==> src/rtl/alu_dr_pkg.sv <==
// Shared dual-rail codes, FSM state type and single-pair encode/decode helpers
// for the clocked initiator of the dual-rail ALU.
package alu_dr_pkg;

  localparam logic [1:0] DR_NULL = 2'b00;
  localparam logic [1:0] DR_ZERO = 2'b01;
  localparam logic [1:0] DR_ONE  = 2'b10;
  localparam logic [1:0] DR_ILL  = 2'b11;

  typedef enum logic [1:0] {IDLE, DATA, NULLP, RESP} state_e;

  function automatic logic [1:0] dr_encode(input logic bin);
    return bin ? DR_ONE : DR_ZERO;
  endfunction

  // Only the logic-1 code decodes to 1; NULL and the illegal code both read as 0.
  function automatic logic dr_decode(input logic [1:0] pair);
    return pair == DR_ONE;
  endfunction

endpackage

==> src/rtl/alu_dr_bridge_if.sv <==
// Request, response and dual-rail ALU signals of the bridge. The slave modport
// is the bridge; the master modport is the synchronous client plus the ALU.
interface alu_dr_bridge_if #(parameter int WIDTH = 4);

  // valid/ready: a transfer happens on a rising edge where valid and ready are
  // both high; the sender holds valid and payload stable until that edge.
  logic               req_valid;
  logic               req_ready;
  logic [WIDTH-1:0]   req_a;
  logic [WIDTH-1:0]   req_b;
  logic               req_op;

  logic [2*WIDTH-1:0] dr_a;
  logic [2*WIDTH-1:0] dr_b;
  logic [1:0]         dr_opr;
  logic [2*WIDTH-1:0] dr_sum;
  logic [1:0]         dr_of;
  logic [1:0]         dr_neg;
  logic [1:0]         dr_zero;

  logic               rsp_valid;
  logic               rsp_ready;
  logic [WIDTH-1:0]   rsp_sum;
  logic               rsp_of;
  logic               rsp_neg;
  logic               rsp_zero;
  logic               rsp_err;

  modport slave (
    input  req_valid, req_a, req_b, req_op, rsp_ready,
    input  dr_sum, dr_of, dr_neg, dr_zero,
    output req_ready, dr_a, dr_b, dr_opr,
    output rsp_valid, rsp_sum, rsp_of, rsp_neg, rsp_zero, rsp_err
  );

  modport master (
    output req_valid, req_a, req_b, req_op, rsp_ready,
    output dr_sum, dr_of, dr_neg, dr_zero,
    input  req_ready, dr_a, dr_b, dr_opr,
    input  rsp_valid, rsp_sum, rsp_of, rsp_neg, rsp_zero, rsp_err
  );

endinterface

==> src/rtl/alu_dr_bridge_detect.sv <==
// Completion / null / illegal detection and binary decode over a synchronized
// dual-rail bus of PAIRS pairs.
module dr_detect
  import alu_dr_pkg::*;
#(
  parameter int PAIRS = 7
) (
  input  logic [2*PAIRS-1:0] rails,
  output logic               complete,
  output logic               all_null,
  output logic               illegal,
  output logic [PAIRS-1:0]   data
);

  logic [1:0] pair;

  always_comb begin
    complete = 1'b1;
    all_null = 1'b1;
    illegal  = 1'b0;
    data     = '0;
    pair     = DR_NULL;
    for (int i = 0; i < PAIRS; i++) begin
      pair = rails[2*i +: 2];
      if (pair == DR_NULL) complete = 1'b0;
      else                 all_null = 1'b0;
      if (pair == DR_ILL)  illegal  = 1'b1;
      data[i] = dr_decode(pair);
    end
  end

endmodule

==> src/rtl/alu_dr_bridge.sv <==
// Clocked four-phase initiator for the dual-rail ALU: encodes a binary request,
// waits for DATA then NULL on the synchronized result, returns the decoded result.
module alu_dr_bridge
  import alu_dr_pkg::*;
#(
  parameter int WIDTH   = 4,
  parameter int TIMEOUT = 255
) (
  input  logic             clk,
  input  logic             rst_n,
  alu_dr_bridge_if.slave   bus,
  output state_e           dbg_state
);

  localparam int PAIRS = WIDTH + 3;
  localparam int SW    = 2 * PAIRS;
  localparam int CW    = $clog2(TIMEOUT + 1);
  localparam logic [CW-1:0] CNT_MAX = CW'(TIMEOUT);

  state_e             state;
  logic [CW-1:0]      count;
  logic [SW-1:0]      sync1, sync2;
  logic               complete, all_null, illegal;
  logic [PAIRS-1:0]   dec;
  logic [2*WIDTH-1:0] dr_a_q, dr_b_q;
  logic [1:0]         dr_opr_q;
  logic               rsp_valid_q, err_q;
  logic [WIDTH-1:0]   sum_q;
  logic               of_q, neg_q, zero_q;

  function automatic logic [2*WIDTH-1:0] enc_bus(input logic [WIDTH-1:0] bin);
    logic [2*WIDTH-1:0] v;
    v = '0;
    for (int i = 0; i < WIDTH; i++) v[2*i +: 2] = dr_encode(bin[i]);
    return v;
  endfunction

  // Rails are monotonic within a phase, so each rail is synchronized on its own.
  always_ff @(posedge clk or negedge rst_n) begin
    if (!rst_n) begin
      sync1 <= '0;
      sync2 <= '0;
    end else begin
      sync1 <= {bus.dr_zero, bus.dr_neg, bus.dr_of, bus.dr_sum};
      sync2 <= sync1;
    end
  end

  dr_detect #(.PAIRS(PAIRS)) u_detect (
    .rails    (sync2),
    .complete (complete),
    .all_null (all_null),
    .illegal  (illegal),
    .data     (dec)
  );

  always_ff @(posedge clk or negedge rst_n) begin
    if (!rst_n) begin
      state       <= IDLE;
      count       <= '0;
      dr_a_q      <= '0;
      dr_b_q      <= '0;
      dr_opr_q    <= DR_NULL;
      rsp_valid_q <= 1'b0;
      err_q       <= 1'b0;
      sum_q       <= '0;
      of_q        <= 1'b0;
      neg_q       <= 1'b0;
      zero_q      <= 1'b0;
    end else begin
      case (state)
        IDLE: begin
          if (bus.req_valid && all_null) begin
            dr_a_q   <= enc_bus(bus.req_a);
            dr_b_q   <= enc_bus(bus.req_b);
            dr_opr_q <= dr_encode(bus.req_op);
            count    <= '0;
            err_q    <= 1'b0;
            sum_q    <= '0;
            of_q     <= 1'b0;
            neg_q    <= 1'b0;
            zero_q   <= 1'b0;
            state    <= DATA;
          end
        end
        DATA: begin
          if (illegal) err_q <= 1'b1;
          if (complete) begin
            sum_q    <= dec[WIDTH-1:0];
            of_q     <= dec[WIDTH];
            neg_q    <= dec[WIDTH+1];
            zero_q   <= dec[WIDTH+2];
            dr_a_q   <= '0;
            dr_b_q   <= '0;
            dr_opr_q <= DR_NULL;
            count    <= '0;
            state    <= NULLP;
          end else if (count == CNT_MAX) begin
            err_q    <= 1'b1;
            dr_a_q   <= '0;
            dr_b_q   <= '0;
            dr_opr_q <= DR_NULL;
            count    <= '0;
            state    <= NULLP;
          end else begin
            count <= count + 1'b1;
          end
        end
        NULLP: begin
          if (illegal) err_q <= 1'b1;
          if (all_null) begin
            rsp_valid_q <= 1'b1;
            state       <= RESP;
          end else if (count == CNT_MAX) begin
            err_q       <= 1'b1;
            rsp_valid_q <= 1'b1;
            state       <= RESP;
          end else begin
            count <= count + 1'b1;
          end
        end
        RESP: begin
          if (bus.rsp_ready) begin
            rsp_valid_q <= 1'b0;
            state       <= IDLE;
          end
        end
        default: state <= IDLE;
      endcase
    end
  end

  assign bus.req_ready = (state == IDLE) && all_null;
  assign bus.dr_a      = dr_a_q;
  assign bus.dr_b      = dr_b_q;
  assign bus.dr_opr    = dr_opr_q;
  assign bus.rsp_valid = rsp_valid_q;
  assign bus.rsp_sum   = sum_q;
  assign bus.rsp_of    = of_q;
  assign bus.rsp_neg   = neg_q;
  assign bus.rsp_zero  = zero_q;
  assign bus.rsp_err   = err_q;
  assign dbg_state     = state;

endmodule

==> src/flat_wrapper.sv <==
// flat-port wrapper written by rule: the top's interface ports become plain ports
module alu_dr_bridge_flat import alu_dr_pkg::*;
#(
  parameter int WIDTH   = 4,
  parameter int TIMEOUT = 255
)
  (clk, rst_n, dbg_state, bus_req_valid, bus_req_a, bus_req_b, bus_req_op, bus_rsp_ready, bus_dr_sum, bus_dr_of, bus_dr_neg, bus_dr_zero, bus_req_ready, bus_dr_a, bus_dr_b, bus_dr_opr, bus_rsp_valid, bus_rsp_sum, bus_rsp_of, bus_rsp_neg, bus_rsp_zero, bus_rsp_err);
  alu_dr_bridge_if #(.WIDTH(WIDTH)) bus_i ();
  input  logic clk;
  input  logic rst_n;
  output state_e dbg_state;
  input wire logic [$bits(bus_i.req_valid)-1:0] bus_req_valid;
  input wire logic [$bits(bus_i.req_a)-1:0] bus_req_a;
  input wire logic [$bits(bus_i.req_b)-1:0] bus_req_b;
  input wire logic [$bits(bus_i.req_op)-1:0] bus_req_op;
  input wire logic [$bits(bus_i.rsp_ready)-1:0] bus_rsp_ready;
  input wire logic [$bits(bus_i.dr_sum)-1:0] bus_dr_sum;
  input wire logic [$bits(bus_i.dr_of)-1:0] bus_dr_of;
  input wire logic [$bits(bus_i.dr_neg)-1:0] bus_dr_neg;
  input wire logic [$bits(bus_i.dr_zero)-1:0] bus_dr_zero;
  output wire logic [$bits(bus_i.req_ready)-1:0] bus_req_ready;
  output wire logic [$bits(bus_i.dr_a)-1:0] bus_dr_a;
  output wire logic [$bits(bus_i.dr_b)-1:0] bus_dr_b;
  output wire logic [$bits(bus_i.dr_opr)-1:0] bus_dr_opr;
  output wire logic [$bits(bus_i.rsp_valid)-1:0] bus_rsp_valid;
  output wire logic [$bits(bus_i.rsp_sum)-1:0] bus_rsp_sum;
  output wire logic [$bits(bus_i.rsp_of)-1:0] bus_rsp_of;
  output wire logic [$bits(bus_i.rsp_neg)-1:0] bus_rsp_neg;
  output wire logic [$bits(bus_i.rsp_zero)-1:0] bus_rsp_zero;
  output wire logic [$bits(bus_i.rsp_err)-1:0] bus_rsp_err;
  assign bus_i.req_valid = bus_req_valid;
  assign bus_i.req_a = bus_req_a;
  assign bus_i.req_b = bus_req_b;
  assign bus_i.req_op = bus_req_op;
  assign bus_i.rsp_ready = bus_rsp_ready;
  assign bus_i.dr_sum = bus_dr_sum;
  assign bus_i.dr_of = bus_dr_of;
  assign bus_i.dr_neg = bus_dr_neg;
  assign bus_i.dr_zero = bus_dr_zero;
  assign bus_req_ready = bus_i.req_ready;
  assign bus_dr_a = bus_i.dr_a;
  assign bus_dr_b = bus_i.dr_b;
  assign bus_dr_opr = bus_i.dr_opr;
  assign bus_rsp_valid = bus_i.rsp_valid;
  assign bus_rsp_sum = bus_i.rsp_sum;
  assign bus_rsp_of = bus_i.rsp_of;
  assign bus_rsp_neg = bus_i.rsp_neg;
  assign bus_rsp_zero = bus_i.rsp_zero;
  assign bus_rsp_err = bus_i.rsp_err;
  alu_dr_bridge #(.WIDTH(WIDTH), .TIMEOUT(TIMEOUT)) u_core (.clk(clk), .rst_n(rst_n), .bus(bus_i), .dbg_state(dbg_state));
endmodule
==> config.mk <==
export PLATFORM = sky130hd
export DESIGN_NAME = alu_dr_bridge_flat
export DESIGN_NICKNAME = d
export VERILOG_FILES = /design/src/rtl/alu_dr_pkg.sv /design/src/rtl/alu_dr_bridge_if.sv /design/src/rtl/alu_dr_bridge_detect.sv /design/src/rtl/alu_dr_bridge.sv /design/src/flat_wrapper.sv
export SDC_FILE = /design/constraint.sdc
export NUM_CORES = 1
export LEC_CHECK = 0
export ABC_CLOCK_PERIOD_IN_PS = 5100
export CORE_UTILIZATION = 54
export CTS_CLUSTER_DIAMETER = 100
export CTS_CLUSTER_SIZE = 24
export DETAILED_ROUTE_END_ITERATION = 8
export PLACE_DENSITY = 0.84
export SLEW_MARGIN = 20
export SYNTH_ARGS = -nofsm -noshare
export SYNTH_HDL_FRONTEND = slang
export SYNTH_SLANG_ARGS = --single-unit
==> constraint.sdc <==
create_clock -name clk -period 5.1 [get_ports clk]
set_clock_uncertainty 0.05 [all_clocks]
set_input_delay 1.53 -clock clk [delete_from_list [all_inputs] [get_ports clk]]
set_output_delay 1.53 -clock clk [all_outputs]
set_load 0.1 [all_outputs]
After elaboration in Yosys (flattened, before gate mapping) --
Cells that the tools add are included.
Storage, ports and cells: bits in registers 65, input bits 27, output and inout port bits 30
Operators by class: add/subtract/negate cells 1, equality and inequality tests 25, multiplexer cells 72, reductions and logical operators 19
Operator list (number):
- 2-to-1 mux 8 bit | 9
- 2-to-1 mux 2 bit | 18
- == test 2 bit, second input constant | 16
- 2-to-1 mux 1 bit | 32
- one-hot mux 8 bit (2 select lines) | 2
- one-hot mux 8 bit (3 select lines) | 1
- logical NOT 2 bit | 8
- AND reduction 3 bit | 3
- adder 8 x 1 -> 8 bit, second input constant | 1
- == test 8 bit, second input constant | 1
- 2-to-1 mux 4 bit | 2
- one-hot mux 1 bit (2 select lines) | 4
- one-hot mux 2 bit (4 select lines) | 1
- one-hot mux 4 bit (2 select lines) | 1
- AND reduction 4 bit | 2
- != test 2 bit, second input constant | 3
- != test 3 x 1 -> 1 bit, second input constant | 2
- != test 2 x 1 -> 1 bit, second input constant | 2
- one-hot mux 2 bit (2 select lines) | 1
- nonzero test 2 bit | 2
- one-hot mux 1 bit (3 select lines) | 1
- nonzero test 3 bit | 1
- == test 2 x 1 -> 1 bit, second input constant | 1
- logical AND 1 bit | 2
- AND reduction 2 bit | 1

Longest topological paths before layout --
word-level depth 12, depth in mapped cells 9, gate-level depth less buffers 7

By module --
Synthesis repeated with hierarchy kept, for this count alone.
Second synthesis, totals: cells, all modules 231, area, all modules 2733.9 um2
By module, submodules not included:
- alu_dr_bridge | times used 1, cells each 211, area each 2603.7 um2, sequential area each 1626.6 um2
- dr_detect | times used 1, cells each 20, area each 130.1 um2, sequential area each 0.0 um2

Worst setup path after synthesis --
No wires, ideal clock.
kind reg-to-output, from register u_core.state[0], in the netlist u_core.dbg_state[0], to output bus_req_ready, data arrival time 1.961 ns, slack 1.559 ns, cell stages (with the launch flop) 4, buffers on the path 0, path through dfrtp_1 -> inv_1 -> ha_1 -> and2_1
On the way: cells in the longest elaborated chain, start to end 2
RTL lines:
- start, declared | line alu_dr_bridge.sv:20 | state_e state;
- start signal, assigned | line alu_dr_bridge.sv:59 | state <= IDLE;
- start signal, assigned | line alu_dr_bridge.sv:83 | state <= DATA;
- start signal, assigned | line alu_dr_bridge.sv:97 | state <= NULLP;
- logical NOT 2 bit | line alu_dr_bridge.sv:133 | assign bus.req_ready = (state == IDLE) && all_null;
- logical AND 1 bit | line alu_dr_bridge.sv:133
- end, declared | line flat_wrapper.sv:21 | output wire logic [$bits(bus_i.req_ready)-1:0] bus_req_ready;
No other way between the ends.

Final worst setup path --
from register u_core.sync2[9], to output bus_req_ready
On the way: cells in the longest elaborated chain, start to end 5
RTL lines:
- start, declared | line alu_dr_bridge.sv:22 | logic [SW-1:0] sync1, sync2;
- start signal, assigned | line alu_dr_bridge.sv:45 | sync2 <= sync1;
- logical NOT 2 bit | line alu_dr_bridge_detect.sv:25 | if (pair == DR_NULL) complete = 1'b0;
- 2-to-1 mux 1 bit (3 in a row) | line alu_dr_bridge_detect.sv:25
- logical AND 1 bit | line alu_dr_bridge.sv:133
No other way between the ends.

==> flow_summary.json <==
{
  "outcome": "complete, no violations",
  "synth-seq-cells": 65,
  "start_util_pct": 57.1,
  "crit_fanout": 5,
  "worst_slew_pin_slew_ns": 1.03,
  "tritoncts": "yes",
  "gp_congestion": 0.892,
  "top_layer_used": "met4",
  "io_pins": 57,
  "drv_cap": 0,
  "synth_fa_ha_area_share_pct": 2.27,
  "fp.dieH_um": 73.4,
  "setup_viol": 0,
  "insertion_delay_ns": 0.33,
  "fin_crit_sh_pct": 71.2,
  "drv_slew": 0,
  "syn_avg_cell_area_um2": 11.5,
  "antenna_found_initial": 0,
  "ys_top_cells_by_area": "dfrtp_1 (59%), nand2_1 (5.5%), o31ai_1 (3.8%), nand2b_1 (2.5%), o21ai_1 (2.4%)",
  "drt-vias-per-instance": 5.43,
  "cts.path.max_buffers": 2,
  "netlist.area_leader.share_pct": 59.1,
  "wl_met2_um": 2450,
  "syn2layout_area_growth_pct": 28.6,
  "postCtsSetupRepairBufs": 0,
  "antenna_cells": 0,
  "cts_root_buffer": "clkbuf_8",
  "yosys.area_share.xor_xnor_pct": 0,
  "mostFrequentLayoutCell": "dfrtp_1",
  "grt_pass1_vias": 1885,
  "firstDrtPassIters": 4,
  "die_w_um": 73.4,
  "dieArea_mm2": 0.00538,
  "ys_types": 42,
  "drt-wirelength-per-cell_um": 13.7,
  "rsz0062_at_grt": "no",
  "drt_iter0_drc": 161,
  "clk_pin_slew_ns": 0.06,
  "worstPathRequired_ns": 3.52,
  "clock_sinks": 65,
  "final_cell_mix": "dfrtp_1 (65), clkdlybuf4s50_1 (54), nand2_1 (40), o31ai_1 (14), o21ai_1 (13)",
  "r2r_cells": 6,
  "drc": 0,
  "rows": 25,
  "ant_nets": 0,
  "syn-cell-area_mm2": 0.00275,
  "post_cts_resized": 0,
  "nNetsFinal": 331,
  "synthMuxAreaShare_pct": 0.409,
  "seq_area_frac_synth_pct": 59.1,
  "setup_tns_ns": 0,
  "max_freq_mhz": 275,
  "crit_path_end_kind": "output port",
  "via_count": 2016,
  "path_class": "reg -> out",
  "drt-met1-wl_um": 2290,
  "hold_class": "reg -> reg",
  "ys_warn_count": 0,
  "dp_hpwl_um": 3540,
  "synth_top_family_by_area": "compound AO/OA/AOI/OAI gates",
  "gr-total-overflow": 0,
  "cts_buffers": 9,
  "final_hold_viol_count": 0,
  "wl_um": 5080,
  "cp-start-kind": "register",
  "min_path_cells": 0,
  "grt_max_degree": 43,
  "grt_first_pass_wirelength_um": 8150,
  "yosys.area_share.simple_pct": 15.8,
  "synthCells": 239,
  "core_region_area_mm2": 0.00482,
  "synth_top_area_cell": "dfrtp_1",
  "grt_use_total_pct": 20.8,
  "synth_compound_area_share_pct": 19.4,
  "relSlewSlack_pct": 31.4,
  "layout_min_cycle_time_ns": 3.63,
  "portBuffers": 56,
  "drive_above_1_share_pct": 9.87,
  "syn_nets": 271,
  "met3WireLength_um": 263,
  "htreeDepth": 3,
  "cts_hold_buf": 0,
  "arrival_ns": 2.05
}
==> cell families (layout without fill, tap and decap cells) <==
| logic type | Yosys count | count (layout) |
|---|---|---|
| simple gates | 87 | 87 |
| compound gates | 67 | 67 |
| flops | 65 | 65 |
| buf+inv | 14 | 79 |
| fa+ha+maj | 5 | 5 |
| mux | 1 | 1 |
==> critical path, stage by stage (launching register included) <==
cell     delay [ns]
dfrtp_1        0.41
nor4_1         0.54
and4_1         0.35
and2_1         0.15
buf_4          0.28
==> worst paths after layout <==
path	from	to	slack [ns]
max in group asynchronous	rst_n	u_core.sync1[11]$_DFF_PN0_	2.99
min in group asynchronous	rst_n	u_core.count[5]$_DFFE_PN0P_	1.12
setup reg to reg	u_core.dbg_state[1]$_DFFE_PN0P_	u_core.count[5]$_DFFE_PN0P_	2.56
setup / recovery	u_core.sync2[9]$_DFF_PN0_	bus_req_ready	1.47
hold reg to reg	u_core.sync1[11]$_DFF_PN0_	u_core.sync2[11]$_DFF_PN0_	0.30
hold / removal	u_core.sync1[11]$_DFF_PN0_	u_core.sync2[11]$_DFF_PN0_	0.30
==> registers in the layout (all words and copies together), names as in the netlist <==
| name | count |
|---|---|
| u_core.sync2 | 14 |
| u_core.bus.dr_opr | 2 |
| u_core.bus.rsp_sum | 4 |
| u_core.bus.rsp_err | 1 |
| u_core.bus.rsp_zero | 1 |
| u_core.bus.rsp_of | 1 |
| u_core.dbg_state | 2 |
| u_core.count | 8 |
| u_core.sync1 | 14 |
| u_core.bus.dr_b | 8 |
| u_core.bus.rsp_valid | 1 |
| u_core.bus.rsp_neg | 1 |
| u_core.bus.dr_a | 8 |
==> synth_stat cells <==
| library cell | instances |
|---|---|
| nand3b_1 | 2 |
| and3_1 | 1 |
| a21boi_1 | 1 |
| mux2_1 | 1 |
| a21oi_1 | 4 |
| inv_1 | 5 |
| o31ai_1 | 14 |
| and2_1 | 4 |
| a21boi_0 | 2 |
| nand4b_1 | 1 |
| nand2b_1 | 11 |
| a22o_1 | 1 |
| o22ai_1 | 4 |
| a211oi_2 | 1 |
| nand4_1 | 1 |
| a32oi_1 | 5 |
| o31ai_4 | 1 |
| o32a_1 | 1 |
| nor4bb_1 | 1 |
| and4_1 | 3 |
| buf_4 | 1 |
| o41ai_4 | 1 |
| nor4_1 | 4 |
| nor3_1 | 1 |
| o211ai_1 | 2 |
| o31ai_2 | 3 |
| nor2_1 | 6 |
| buf_6 | 3 |
| nor2b_1 | 5 |
| clkbuf_1 | 3 |
| buf_2 | 2 |
| o21ai_1 | 13 |
| o21ai_0 | 3 |
| dfrtp_1 | 65 |
| nand2_1 | 40 |
| o41ai_2 | 1 |
| ha_1 | 5 |
| o22ai_2 | 2 |
| a22oi_1 | 4 |
| o21ai_2 | 3 |
| o21a_1 | 1 |
| nand3_1 | 7 |
==> through the flow <==
| stage | instances | area (um^2) | setup WS [ns] | utilization, % | hold WS (ns) |
|---|---|---|---|---|---|
| final | 371 | 3540 | 1.47 | 73.5 | 0.297 |
| after global routing | 371 | 3540 | 1.37 | 73.5 | 0.304 |
| after CTS | 371 | 3540 | 1.49 | 73.5 | 0.299 |
| after detailed placement | 355 | 3340 | 1.77 | 69.4 | 0.285 |
| after global placement | 355 | 3340 | 1.82 | 69.4 | 0.282 |
| after floorplan | 239 | 2750 | 1.56 | - | 0.281 |
==> per-layer routing <==
metal	track usage, %	up-vias
li1	-	986
met1	26.0	957
met2	33.6	65
met3	3.98	8
met4	12.8	0
met5	0	-
==> layout make-up <==
class / instances / area, um^2
Sequential cell: 65 / 1630
Fill cell: 358 / 1280
Multi-Input combinational cell: 160 / 1040
Timing Repair Buffer: 58 / 568
Clock buffer: 12 / 145
Tap cell: 67 / 83.8
Clock inverter: 4 / 52.6
Inverter: 5 / 18.8
Power is left out: the tool's default activity adds up to more than one toggle a clock period on the data nets, which glitch-free logic cannot reach.
